## src/rtl/jac_status_pkg.sv

```systemverilog
// Shared definitions for the branch condition unit: flag positions, condition codes,
// FSM states and counter helpers.
package jac_status_pkg;

  localparam int unsigned NUM_STATUS_BITS = 6;
  localparam int unsigned ADDR_WIDTH      = 8;
  localparam int unsigned COND_WIDTH      = 4;
  localparam int unsigned CNT_WIDTH       = 16;

  // Bit positions inside the status register
  localparam int unsigned FLAG_C = 0;
  localparam int unsigned FLAG_Z = 1;
  localparam int unsigned FLAG_N = 2;
  localparam int unsigned FLAG_V = 3;
  localparam int unsigned FLAG_I = 4;
  localparam int unsigned FLAG_U = 5;

  typedef enum logic [COND_WIDTH-1:0] {
    COND_AL = 4'd0,   // always
    COND_NV = 4'd1,   // never
    COND_EQ = 4'd2,   // Z
    COND_NE = 4'd3,   // !Z
    COND_CS = 4'd4,   // C
    COND_CC = 4'd5,   // !C
    COND_MI = 4'd6,   // N
    COND_PL = 4'd7,   // !N
    COND_VS = 4'd8,   // V
    COND_VC = 4'd9,   // !V
    COND_HI = 4'd10,  // C & !Z
    COND_LS = 4'd11,  // !C | Z
    COND_GE = 4'd12,  // N == V
    COND_LT = 4'd13,  // N != V
    COND_LE = 4'd14,  // Z | (N != V)
    COND_GT = 4'd15   // !Z & (N == V)
  } cond_e;

  typedef enum logic [2:0] {
    IDLE = 3'd0,
    WAIT = 3'd1,
    EVAL = 3'd2,
    LOAD = 3'd3,
    DONE = 3'd4
  } br_state_e;

  // Saturating increment for the branch statistics counters
  function automatic logic [CNT_WIDTH-1:0] sat_inc(input logic [CNT_WIDTH-1:0] v);
    return (v == {CNT_WIDTH{1'b1}}) ? v : v + CNT_WIDTH'(1);
  endfunction

endpackage

```

## src/rtl/branch_cond_unit_if.sv

```systemverilog
// Decoder/status-register side bundle for branch_cond_unit.
// Counter ports exist only when BRANCH_STATS_EN is defined.
interface branch_cond_unit_if #(
  parameter int unsigned NumStatusBits = jac_status_pkg::NUM_STATUS_BITS,
  parameter int unsigned AddrWidth     = jac_status_pkg::ADDR_WIDTH
);

  logic [NumStatusBits-1:0]                 status;
  logic                                     stat_wr_en;
  logic                                     br_req;
  logic [jac_status_pkg::COND_WIDTH-1:0]    br_cond;
  logic [AddrWidth-1:0]                     br_target;
  logic                                     br_busy;
  logic                                     br_done;
  logic                                     br_taken;
  logic                                     pc_load;
  logic [AddrWidth-1:0]                     pc_next;
  logic                                     flush;
`ifdef BRANCH_STATS_EN
  logic [jac_status_pkg::CNT_WIDTH-1:0]     stat_taken_cnt;
  logic [jac_status_pkg::CNT_WIDTH-1:0]     stat_nottaken_cnt;
  logic                                     stats_clr;
`endif

  // Upstream side: decoder plus status register
  modport master (
    output status, stat_wr_en, br_req, br_cond, br_target,
`ifdef BRANCH_STATS_EN
    output stats_clr,
    input  stat_taken_cnt, stat_nottaken_cnt,
`endif
    input  br_busy, br_done, br_taken, pc_load, pc_next, flush
  );

  // Branch unit side
  modport slave (
    input  status, stat_wr_en, br_req, br_cond, br_target,
`ifdef BRANCH_STATS_EN
    input  stats_clr,
    output stat_taken_cnt, stat_nottaken_cnt,
`endif
    output br_busy, br_done, br_taken, pc_load, pc_next, flush
  );

endinterface

```

## src/rtl/cond_decode.sv

```systemverilog
// Combinational condition-code evaluator: (status, cond) -> taken.
module cond_decode
  import jac_status_pkg::*;
#(
  parameter int unsigned NumStatusBits = NUM_STATUS_BITS
) (
  input  logic [NumStatusBits-1:0] status,
  input  logic [COND_WIDTH-1:0]    cond,
  output logic                     taken_c
);

  logic flag_c, flag_z, flag_n, flag_v;
  logic unused_status_c;

  assign flag_c = status[FLAG_C];
  assign flag_z = status[FLAG_Z];
  assign flag_n = status[FLAG_N];
  assign flag_v = status[FLAG_V];

  // I and U (and any wider bits) never take part in a branch decision
  assign unused_status_c = ^status;

  always_comb begin
    taken_c = 1'b0;
    unique case (cond_e'(cond))
      COND_AL: taken_c = 1'b1;
      COND_NV: taken_c = 1'b0;
      COND_EQ: taken_c = flag_z;
      COND_NE: taken_c = !flag_z;
      COND_CS: taken_c = flag_c;
      COND_CC: taken_c = !flag_c;
      COND_MI: taken_c = flag_n;
      COND_PL: taken_c = !flag_n;
      COND_VS: taken_c = flag_v;
      COND_VC: taken_c = !flag_v;
      COND_HI: taken_c = flag_c && !flag_z;
      COND_LS: taken_c = !flag_c || flag_z;
      COND_GE: taken_c = (flag_n == flag_v);
      COND_LT: taken_c = (flag_n != flag_v);
      COND_LE: taken_c = flag_z || (flag_n != flag_v);
      COND_GT: taken_c = !flag_z && (flag_n == flag_v);
      default: taken_c = 1'b0;
    endcase
  end

endmodule

```

## src/rtl/branch_cond_unit.sv

```systemverilog
// Conditional branch sequencer: waits out status writes, evaluates the condition, loads the PC.
// Optional taken/not-taken counters are built when BRANCH_STATS_EN is defined.
module branch_cond_unit
  import jac_status_pkg::*;
#(
  parameter int unsigned NumStatusBits = NUM_STATUS_BITS,
  parameter int unsigned AddrWidth     = ADDR_WIDTH
) (
  input  logic              clk,
  input  logic              res,
  branch_cond_unit_if.slave bif
);

  br_state_e              state_q, state_d;
  logic [COND_WIDTH-1:0]  cond_q, cond_d;
  logic [AddrWidth-1:0]   target_q, target_d;
  logic                   taken_c;

  logic                   busy_q, busy_d;
  logic                   done_q, done_d;
  logic                   br_taken_q, br_taken_d;
  logic                   load_q, load_d;
  logic [AddrWidth-1:0]   pc_next_q, pc_next_d;

  cond_decode #(
    .NumStatusBits (NumStatusBits)
  ) u_cond_decode (
    .status  (bif.status),
    .cond    (cond_q),
    .taken_c (taken_c)
  );

  // Next state, request capture and next values of the registered outputs
  always_comb begin
    state_d    = state_q;
    cond_d     = cond_q;
    target_d   = target_q;
    busy_d     = 1'b0;
    done_d     = 1'b0;
    load_d     = 1'b0;
    br_taken_d = br_taken_q;
    pc_next_d  = pc_next_q;

    unique case (state_q)
      IDLE, DONE: begin
        if (bif.br_req) begin
          cond_d   = bif.br_cond;
          target_d = bif.br_target;
          state_d  = bif.stat_wr_en ? WAIT : EVAL;
        end else begin
          state_d  = IDLE;
        end
      end
      WAIT: begin
        if (!bif.stat_wr_en) state_d = EVAL;
      end
      EVAL: begin
        state_d = taken_c ? LOAD : DONE;
      end
      LOAD: begin
        state_d = DONE;
      end
      default: begin
        state_d = IDLE;
      end
    endcase

    busy_d = (state_d == WAIT) || (state_d == EVAL) || (state_d == LOAD);
    done_d = (state_d == DONE);
    load_d = (state_d == LOAD);
    if (load_d) pc_next_d = target_q;
    // DONE is only reached through LOAD when the branch was taken
    if (done_d) br_taken_d = (state_q == LOAD);
  end

  always_ff @(posedge clk or posedge res) begin
    if (res) begin
      state_q    <= IDLE;
      cond_q     <= '0;
      target_q   <= '0;
      busy_q     <= 1'b0;
      done_q     <= 1'b0;
      br_taken_q <= 1'b0;
      load_q     <= 1'b0;
      pc_next_q  <= '0;
    end else begin
      state_q    <= state_d;
      cond_q     <= cond_d;
      target_q   <= target_d;
      busy_q     <= busy_d;
      done_q     <= done_d;
      br_taken_q <= br_taken_d;
      load_q     <= load_d;
      pc_next_q  <= pc_next_d;
    end
  end

  assign bif.br_busy  = busy_q;
  assign bif.br_done  = done_q;
  assign bif.br_taken = br_taken_q;
  assign bif.pc_load  = load_q;
  assign bif.flush    = load_q;
  assign bif.pc_next  = pc_next_q;

`ifdef BRANCH_STATS_EN
  logic [CNT_WIDTH-1:0] taken_cnt_q;
  logic [CNT_WIDTH-1:0] nottaken_cnt_q;

  // Clear has priority over the completion being counted in the same cycle
  always_ff @(posedge clk or posedge res) begin
    if (res) begin
      taken_cnt_q    <= '0;
      nottaken_cnt_q <= '0;
    end else if (bif.stats_clr) begin
      taken_cnt_q    <= '0;
      nottaken_cnt_q <= '0;
    end else if (state_q == DONE) begin
      if (br_taken_q) taken_cnt_q    <= sat_inc(taken_cnt_q);
      else            nottaken_cnt_q <= sat_inc(nottaken_cnt_q);
    end
  end

  assign bif.stat_taken_cnt    = taken_cnt_q;
  assign bif.stat_nottaken_cnt = nottaken_cnt_q;
`endif

endmodule

```

## src/flat_wrapper.sv

```systemverilog
// flat-port wrapper written by rule: the top's interface ports become plain ports
module branch_cond_unit_flat import jac_status_pkg::*;
#(
  parameter int unsigned NumStatusBits = NUM_STATUS_BITS,
  parameter int unsigned AddrWidth     = ADDR_WIDTH
)
  (clk, res, bif_status, bif_stat_wr_en, bif_br_req, bif_br_cond, bif_br_target, bif_br_busy, bif_br_done, bif_br_taken, bif_pc_load, bif_pc_next, bif_flush);
  branch_cond_unit_if #(.NumStatusBits(NumStatusBits), .AddrWidth(AddrWidth)) bif_i ();
  input  logic clk;
  input  logic res;
  input wire logic [$bits(bif_i.status)-1:0] bif_status;
  input wire logic [$bits(bif_i.stat_wr_en)-1:0] bif_stat_wr_en;
  input wire logic [$bits(bif_i.br_req)-1:0] bif_br_req;
  input wire logic [$bits(bif_i.br_cond)-1:0] bif_br_cond;
  input wire logic [$bits(bif_i.br_target)-1:0] bif_br_target;
  output wire logic [$bits(bif_i.br_busy)-1:0] bif_br_busy;
  output wire logic [$bits(bif_i.br_done)-1:0] bif_br_done;
  output wire logic [$bits(bif_i.br_taken)-1:0] bif_br_taken;
  output wire logic [$bits(bif_i.pc_load)-1:0] bif_pc_load;
  output wire logic [$bits(bif_i.pc_next)-1:0] bif_pc_next;
  output wire logic [$bits(bif_i.flush)-1:0] bif_flush;
  assign bif_i.status = bif_status;
  assign bif_i.stat_wr_en = bif_stat_wr_en;
  assign bif_i.br_req = bif_br_req;
  assign bif_i.br_cond = bif_br_cond;
  assign bif_i.br_target = bif_br_target;
  assign bif_br_busy = bif_i.br_busy;
  assign bif_br_done = bif_i.br_done;
  assign bif_br_taken = bif_i.br_taken;
  assign bif_pc_load = bif_i.pc_load;
  assign bif_pc_next = bif_i.pc_next;
  assign bif_flush = bif_i.flush;
  branch_cond_unit #(.NumStatusBits(NumStatusBits), .AddrWidth(AddrWidth)) u_core (.clk(clk), .res(res), .bif(bif_i));
endmodule
```

## config.mk

```make
export PLATFORM = sky130hd
export DESIGN_NAME = branch_cond_unit_flat
export DESIGN_NICKNAME = d
export VERILOG_FILES = /design/src/rtl/jac_status_pkg.sv /design/src/rtl/branch_cond_unit_if.sv /design/src/rtl/cond_decode.sv /design/src/rtl/branch_cond_unit.sv /design/src/flat_wrapper.sv
export SDC_FILE = /design/constraint.sdc
export NUM_CORES = 1
export LEC_CHECK = 0
export ABC_CLOCK_PERIOD_IN_PS = 2300
export CORE_ASPECT_RATIO = 0.6
export CORE_MARGIN = 5
export CORE_UTILIZATION = 47
export CTS_CLUSTER_DIAMETER = 150
export DETAILED_ROUTE_END_ITERATION = 10
export MAX_ROUTING_LAYER = met4
export PLACE_DENSITY = 0.77
export SKIP_CTS_REPAIR_TIMING = 1
export SLEW_MARGIN = 40
export SYNTH_ARGS = -nofsm -noshare
export SYNTH_HDL_FRONTEND = slang
export SYNTH_HIERARCHICAL = 1
export SYNTH_SLANG_ARGS = --single-unit
```

## constraint.sdc

```tcl
create_clock -name clk -period 2.3 [get_ports clk]
set_input_delay 0.46 -clock clk [delete_from_list [all_inputs] [get_ports clk]]
set_output_delay 0.46 -clock clk [all_outputs]
set_load 0.05 [all_outputs]
```

# --- Yosys cells after proc, flatten, opt, wreduce, memory -nomap -nowiden ---
# Cells that the tools add are included.
# W data, S select, Z words.
classes:
  n_eq_ne: 25
  mux: 6
  reduce_logical: 14
op_table:
  columns: ["op", "count"]
  rows:
  - ["$eq A4 B4 Y1 const B", 8]
  - ["$eq A4 B3 Y1 const B", 4]
  - ["$pmux W1 S16", 1]
  - ["$eq A3 B2 Y1 const B", 4]
  - ["$pmux W3 S4", 1]
  - ["$mux W3", 3]
  - ["$eq A4 B2 Y1 const B", 2]
  - ["$eq A3 B1 Y1 const B", 2]
  - ["$eq A3 B3 Y1 const B", 2]
  - ["$eq A4 B1 Y1 const B", 1]
  - ["$logic_not A1 Y1", 4]
  - ["$logic_not A4 Y1", 1]
  - ["$logic_or A1 B1 Y1", 4]
  - ["$logic_not A3 Y1", 1]
  - ["$logic_and A1 B1 Y1", 2]
  - ["$mux W2", 1]
  - ["$reduce_and A2 Y1", 1]
  - ["$reduce_or A2 Y1", 1]
  - ["$eq A1 B1 Y1", 1]
  - ["$ne A1 B1 Y1", 1]
word_totals:
  regBits: 27
  out_inout_bits: 13

# --- Longest topological paths before layout ---
logic_depth:
  depth_word: 8
  mapped_depth: 8
  depth_no_buf: 6

# --- Modules after synthesis ---
# Netlist, hierarchy kept.
by_module_without_submodules:
  columns: ["module", "n_inst", "cells_each", "area_per_inst_um2", "seq_area_each_um2"]
  rows:
  - ["branch_cond_unit", 1, 66, 1086.0, 675.6]
  - ["cond_decode", 1, 25, 188.9, 0.0]

# --- Worst setup path after synthesis ---
# Ideal clock, no wire load.
synth_path:
  path_type: "register to register"
  start: "register u_core.cond_q[0]"
  end: "register u_core.pc_next_q[0] (netlist: u_core/bif.pc_next[0])"
  setup_time_ns: 0.125
  t_arrival_ns: 1.934
  required_ns: 2.175
  setup_slack_ns: 0.241
  path_stages_with_launch: 9
  period_less_slack_ns: 2.059
  cell_sequence: "dfrtp_1 > buf_6 > xnor2_2 > xnor2_1 > o32a_1 > o2111ai_2 > and4bb_4 > buf_6 > mux2_4"
synth_via:
  elab_chain_cells: 5
  word_cells_on_any_way: 20
synth_lines:
  columns: ["element", "line_no", "rtl"]
  rows:
  - ["start, declared", "branch_cond_unit.sv:15", "logic [COND_WIDTH-1:0] cond_q, cond_d;"]
  - ["start signal, assigned", "branch_cond_unit.sv:88", "cond_q <= cond_d;"]
  - ["$eq A4 B4 Y1 (tied with other cells)", "cond_decode.sv:25", "unique case (cond_e'(cond))"]
  - ["$pmux W1 S16 *", "cond_decode.sv:25", null]
  - ["via u_core.taken_c", "branch_cond_unit.sv:17", "logic taken_c;"]
  - ["$mux W3 *", "branch_cond_unit.sv:58", "state_d = taken_c ? LOAD : DONE;"]
  - ["$pmux W3 S4 *", "branch_cond_unit.sv:44", "unique case (state_q)"]
  - ["$eq A3 B2 Y1 *", "branch_cond_unit.sv:70", "load_d = (state_d == LOAD);"]
  - ["via u_core.load_d", "branch_cond_unit.sv:22", "logic load_q, load_d;"]
  - ["end signal, assigned", "branch_cond_unit.sv:94", "pc_next_q <= pc_next_d;"]
  - ["end, declared", "branch_cond_unit.sv:23", "logic [AddrWidth-1:0] pc_next_q, pc_next_d;"]
# The timed path passes the listed nets; every way through them passes the cells marked *.
# A chain may end at the register's enable or synchronous reset.

# --- Worst setup path in the final report ---
layout_path:
  start: "input bif_status[0]"
  end: "register u_core.pc_next_q[7] (netlist: u_core/bif.pc_next[7])"
layout_via:
  elab_chain_cells: 6
  word_cells_on_any_way: 7
layout_lines:
  columns: ["element", "line_no", "rtl"]
  rows:
  - ["start, declared", "flat_wrapper.sv:11", "input wire logic [$bits(bif_i.status)-1:0] bif_status;"]
  - ["$logic_not A1 Y1", "cond_decode.sv:31, cond_decode.sv:37", null]
  - ["$logic_or A1 B1 Y1", "cond_decode.sv:37", "COND_LS: taken_c = !flag_c || flag_z;"]
  - ["$pmux W1 S16 *", "cond_decode.sv:25", null]
  - ["via u_core.taken_c", "branch_cond_unit.sv:17", null]
  - ["$mux W3 *", "branch_cond_unit.sv:58", null]
  - ["$pmux W3 S4 *", "branch_cond_unit.sv:44", null]
  - ["$eq A3 B2 Y1 *", "branch_cond_unit.sv:70", null]
# Marked as above.

==> results.txt <==
The depth of the worst register-to-register path came out at 6. The clock-pin slew reported for the worst setup and hold paths after clock tree synthesis is 0.09 ns. The path with the worst hold slack has its endpoint at u_core/bif.pc_next[1]. The largest net degree at the start of global routing is 28.

The largest fanout on the critical path came out at 6. The async set-or-reset flop fraction in the synthesized netlist is 100%. The sum of overflow across all layers after global routing is 0.

The biggest area contributor in the post-synthesis netlist is dfrtp_1. The worst-case register-to-register setup slack came out at 0.05 ns. The final critical-path share of the clock period came out at 99.9%. The post-synthesis share of cell area spent on xor and xnor gates came out at 4.02%. TritonCTS built the clock tree. The arrival time at the worst endpoint came out at 2.45 ns. The worst setup path is captured at a register. The proportion of layout cells with a drive suffix above 1 came out at 30.5%. The area share of the largest cell type after synthesis came out at 53.0%. The number of iterations in the first detailed-routing pass is 4.

After synthesis, the largest family of logic cells by area is multiplexers. The sequential area share after synthesis is 53.0%. On the worst path, the slowest cell contributes a delay of 0.52 ns. During placement, the flow inserted port buffers numbering 32. The post-synthesis compound-gate area fraction came out at 9.03%.

The root buffer selected by CTS is clkbuf_8. The clock period minus final worst setup slack is 2.30 ns. The synthesis-to-layout area growth is 33.5%. The count of final hold-check violations is 0. Global routing used 13.9% of the available tracks across all layers.

The flow ran to the end, and the final reports show no timing, DRC or antenna violations. The number of remaining DRC errors came out at 0. The critical path class is primary input to register. The critical path goes through clkdlybuf4s50_1 > nor3b_2 > a31oi_1 > o32a_1 > o2111ai_2 > and4bb_4 > mux2_2.

The flip-flop and latch count after synthesis came out at 27. The tool flagged a number of max-cap violations equal to 0. Static timing analysis puts the maximum clock frequency at 435 MHz. The clock reaches the later pin of the worst-skew pair after 0.27 ns.

The maximum vdd ir drop came out at 0.00109 V. After the first detailed-routing iteration, the DRC count stood at 131. The number of nets with antenna violations after detailed routing is 0. The number of nets in the synthesized netlist came out at 113. The final worst hold slack came out at 0.514 ns.

Once detailed placement completed, the half-perimeter wirelength came to 1900 um. The horizontal die dimension came out at 77.2 um. The y dimension of the die is 50.3 um. The final max-slew violation count was 0. The number of antenna cells inserted is 0. The path class of the tightest hold or removal check is register to register. In this run the number of H-tree levels came out at 1. The hold path depth is 1.

The data required time of the worst path came out at 2.45 ns. After synthesis, the cell types taking the most area are dfrtp_1 (53%), mux2_2 (12%), mux2_4 (7.1%), buf_6 (2.6%), inv_1 (2.1%). The commonest non-fill, non-tap cell in the layout is clkdlybuf4s50_1.

The net count of the finished layout is 151. The number of placement rows is 14. The overall via count from detail_route came out at 899. The actual transition at the worst max-transition pin came out at 0.504 ns. In this run the count of I/O pins placed on the die edge is 35. The wire length of the first global-routing pass came out at 4260 um. The fill cell total of the finished layout came out at 170. In this run, CTS created clock tree buffers numbering 3. In the synthesized netlist the dominant register cell turns out to be dfrtp_1. The starting utilization of the core area came out at 49.9%. The endpoint identified for the worst register-to-register timing path is u_core/bif.pc_next[7]. The area of the die is 3890 um2. The core area came out at 2560 um2. The area occupied by multi-input gates is 557 um2. The worst hold path begins at u_core/target_q[1]. The analysis attributes to cell leakage a power of 0.000744 uW. On the final layout, the worst clock skew is 0.00730 ns. The synthesized-area fraction occupied by adder cells came out at 0%.

After routing, the total negative slack on setup checks comes to 0 ns. The average wire per standard cell came out at 16.8 um. The total power density per cell area is 1520 nW/um2.

The share of synthesized cell area in and, or, nand and nor gates came out at 9.22%. The number of enable flip-flop cells after synthesis came out at 0. Across the whole layout, storage elements account for 677 um2. The worst-case headroom to the max-slew limit came out at 66.3%. The final wirelength is 2680 um.

The library cells used most frequently in the layout, excluding fill and tap cells, are clkdlybuf4s50_1 (30), dfrtp_1 (26), mux2_2 (14). At the end of routability-driven placement, the weighted congestion stood at 0.737. The number of global-route vias before repair came to 886.

The buffer levels on the longest clock path is 2. The cell with the largest stage delay on the worst path is clkdlybuf4s50_1. The initial antenna violation count was 0.

The worst setup path is launched from a primary input. The instance count of the mapped netlist came out at 91. The count of final setup violators came out at 0.

The vias per cell came out at 5.62. For this design, the sink count on the clock tree is 27. The worst register-to-register path begins at u_core/cond_q[0]. For this run, the number of Yosys warnings is 6. After synthesis the cells add up to 1270 um2. The mean post-synth cell area is 14.0 um2. The share of synthesized area spent on multiplexers came out at 19.4%. The number of distinct library cells after synthesis is 32.
how the worst max path moves through the flow:
stage	startpoint	endpoint	slack (ns)	depth (start not counted)
after detailed placement	bif_status[3]	u_core/bif.pc_next[7]	-0.37	7
final	bif_status[0]	u_core/bif.pc_next[7]	0.001	7
after global routing	bif_status[0]	u_core/bif.pc_next[6]	-0.03	7
after global placement	bif_status[3]	u_core/bif.pc_next[6]	-0.31	7
after CTS	bif_status[3]	u_core/bif.pc_next[7]	-0.07	7
after floorplan	u_core/cond_q[0]	u_core/bif.pc_next[0]	0.24	8
cell families after synthesis:
family                 count (synthesis)
flip-flops                            27
multiplexers                          20
AO/OA/AOI/OAI                         14
AND/OR/NAND/NOR                       14
buffers and inverters                 11
XOR/XNOR                               5
area by class of cell:
type | instances | share of cell area (%)
inverter | 7 | 1.54
clock buffer | 3 | 2.43
tap | 32 | 2.35
timing repair buffer | 36 | 20.9
multi-input combinational | 54 | 32.7
clock inverter | 1 | 0.294
sequential | 27 | 39.8
where the power goes:
group | total (uW) | switching, uW | internal (uW)
clock | 261 | 140 | 121
combinational | 1390 | 722 | 672
sequential | 928 | 221 | 706
cell usage after synthesis, drive strengths merged (2+ instances only):
master and n:
dfrtp 27, buf 4, nor3b 2, o21ai 2, xnor2 4, nor3 3
inv 7, mux2 20, a21oi 2, a211o 3
metal layers:
| layer | vias to the layer above | global-route usage (%) | routed length, um |
|---|---|---|---|
| met2 | 36 | 21.4 | 1290 |
| met5 | - | - | 0 |
| met3 | 2 | 4.29 | 167 |
| met1 | 451 | 17.8 | 1220 |
| met4 | 0 | 4.29 | 8 |
| li1 | 410 | - | - |
state kept, by name (all words and copies together), names as in the netlist:
name	flops
u_core/bif.pc_next	8
u_core/bif.br_taken	1
u_core/cond_q	4
u_core/bif.br_busy	1
u_core/bif.br_done	1
u_core/state_q	3
u_core/bif.flush	1
u_core/target_q	8
per-stage QoR:
step | utilization, % | instance area (um2) | instances | setup slack (ns) | total power (uW)
floorplan | - | 1270 | 91 | 0.241 | 1890
global placement | 63.5 | 1620 | 155 | -0.307 | 2220
detailed placement | 63.5 | 1620 | 155 | -0.369 | 2290
CTS | 65.3 | 1670 | 159 | -0.0729 | 2550
global route | 66.5 | 1700 | 160 | -0.0268 | 2720
finish | 66.5 | 1700 | 160 | 0.00149 | 2580
critical path: cells and delay by family:
kind / cells / cell delay, ns
AO/OA/AOI/OAI: 3 / 0.56
AND/OR/NAND/NOR: 2 / 0.55
multiplexers: 1 / 0.36
buffers and inverters: 1 / 0.52
Note: power is estimated with default switching activity, not from simulation.
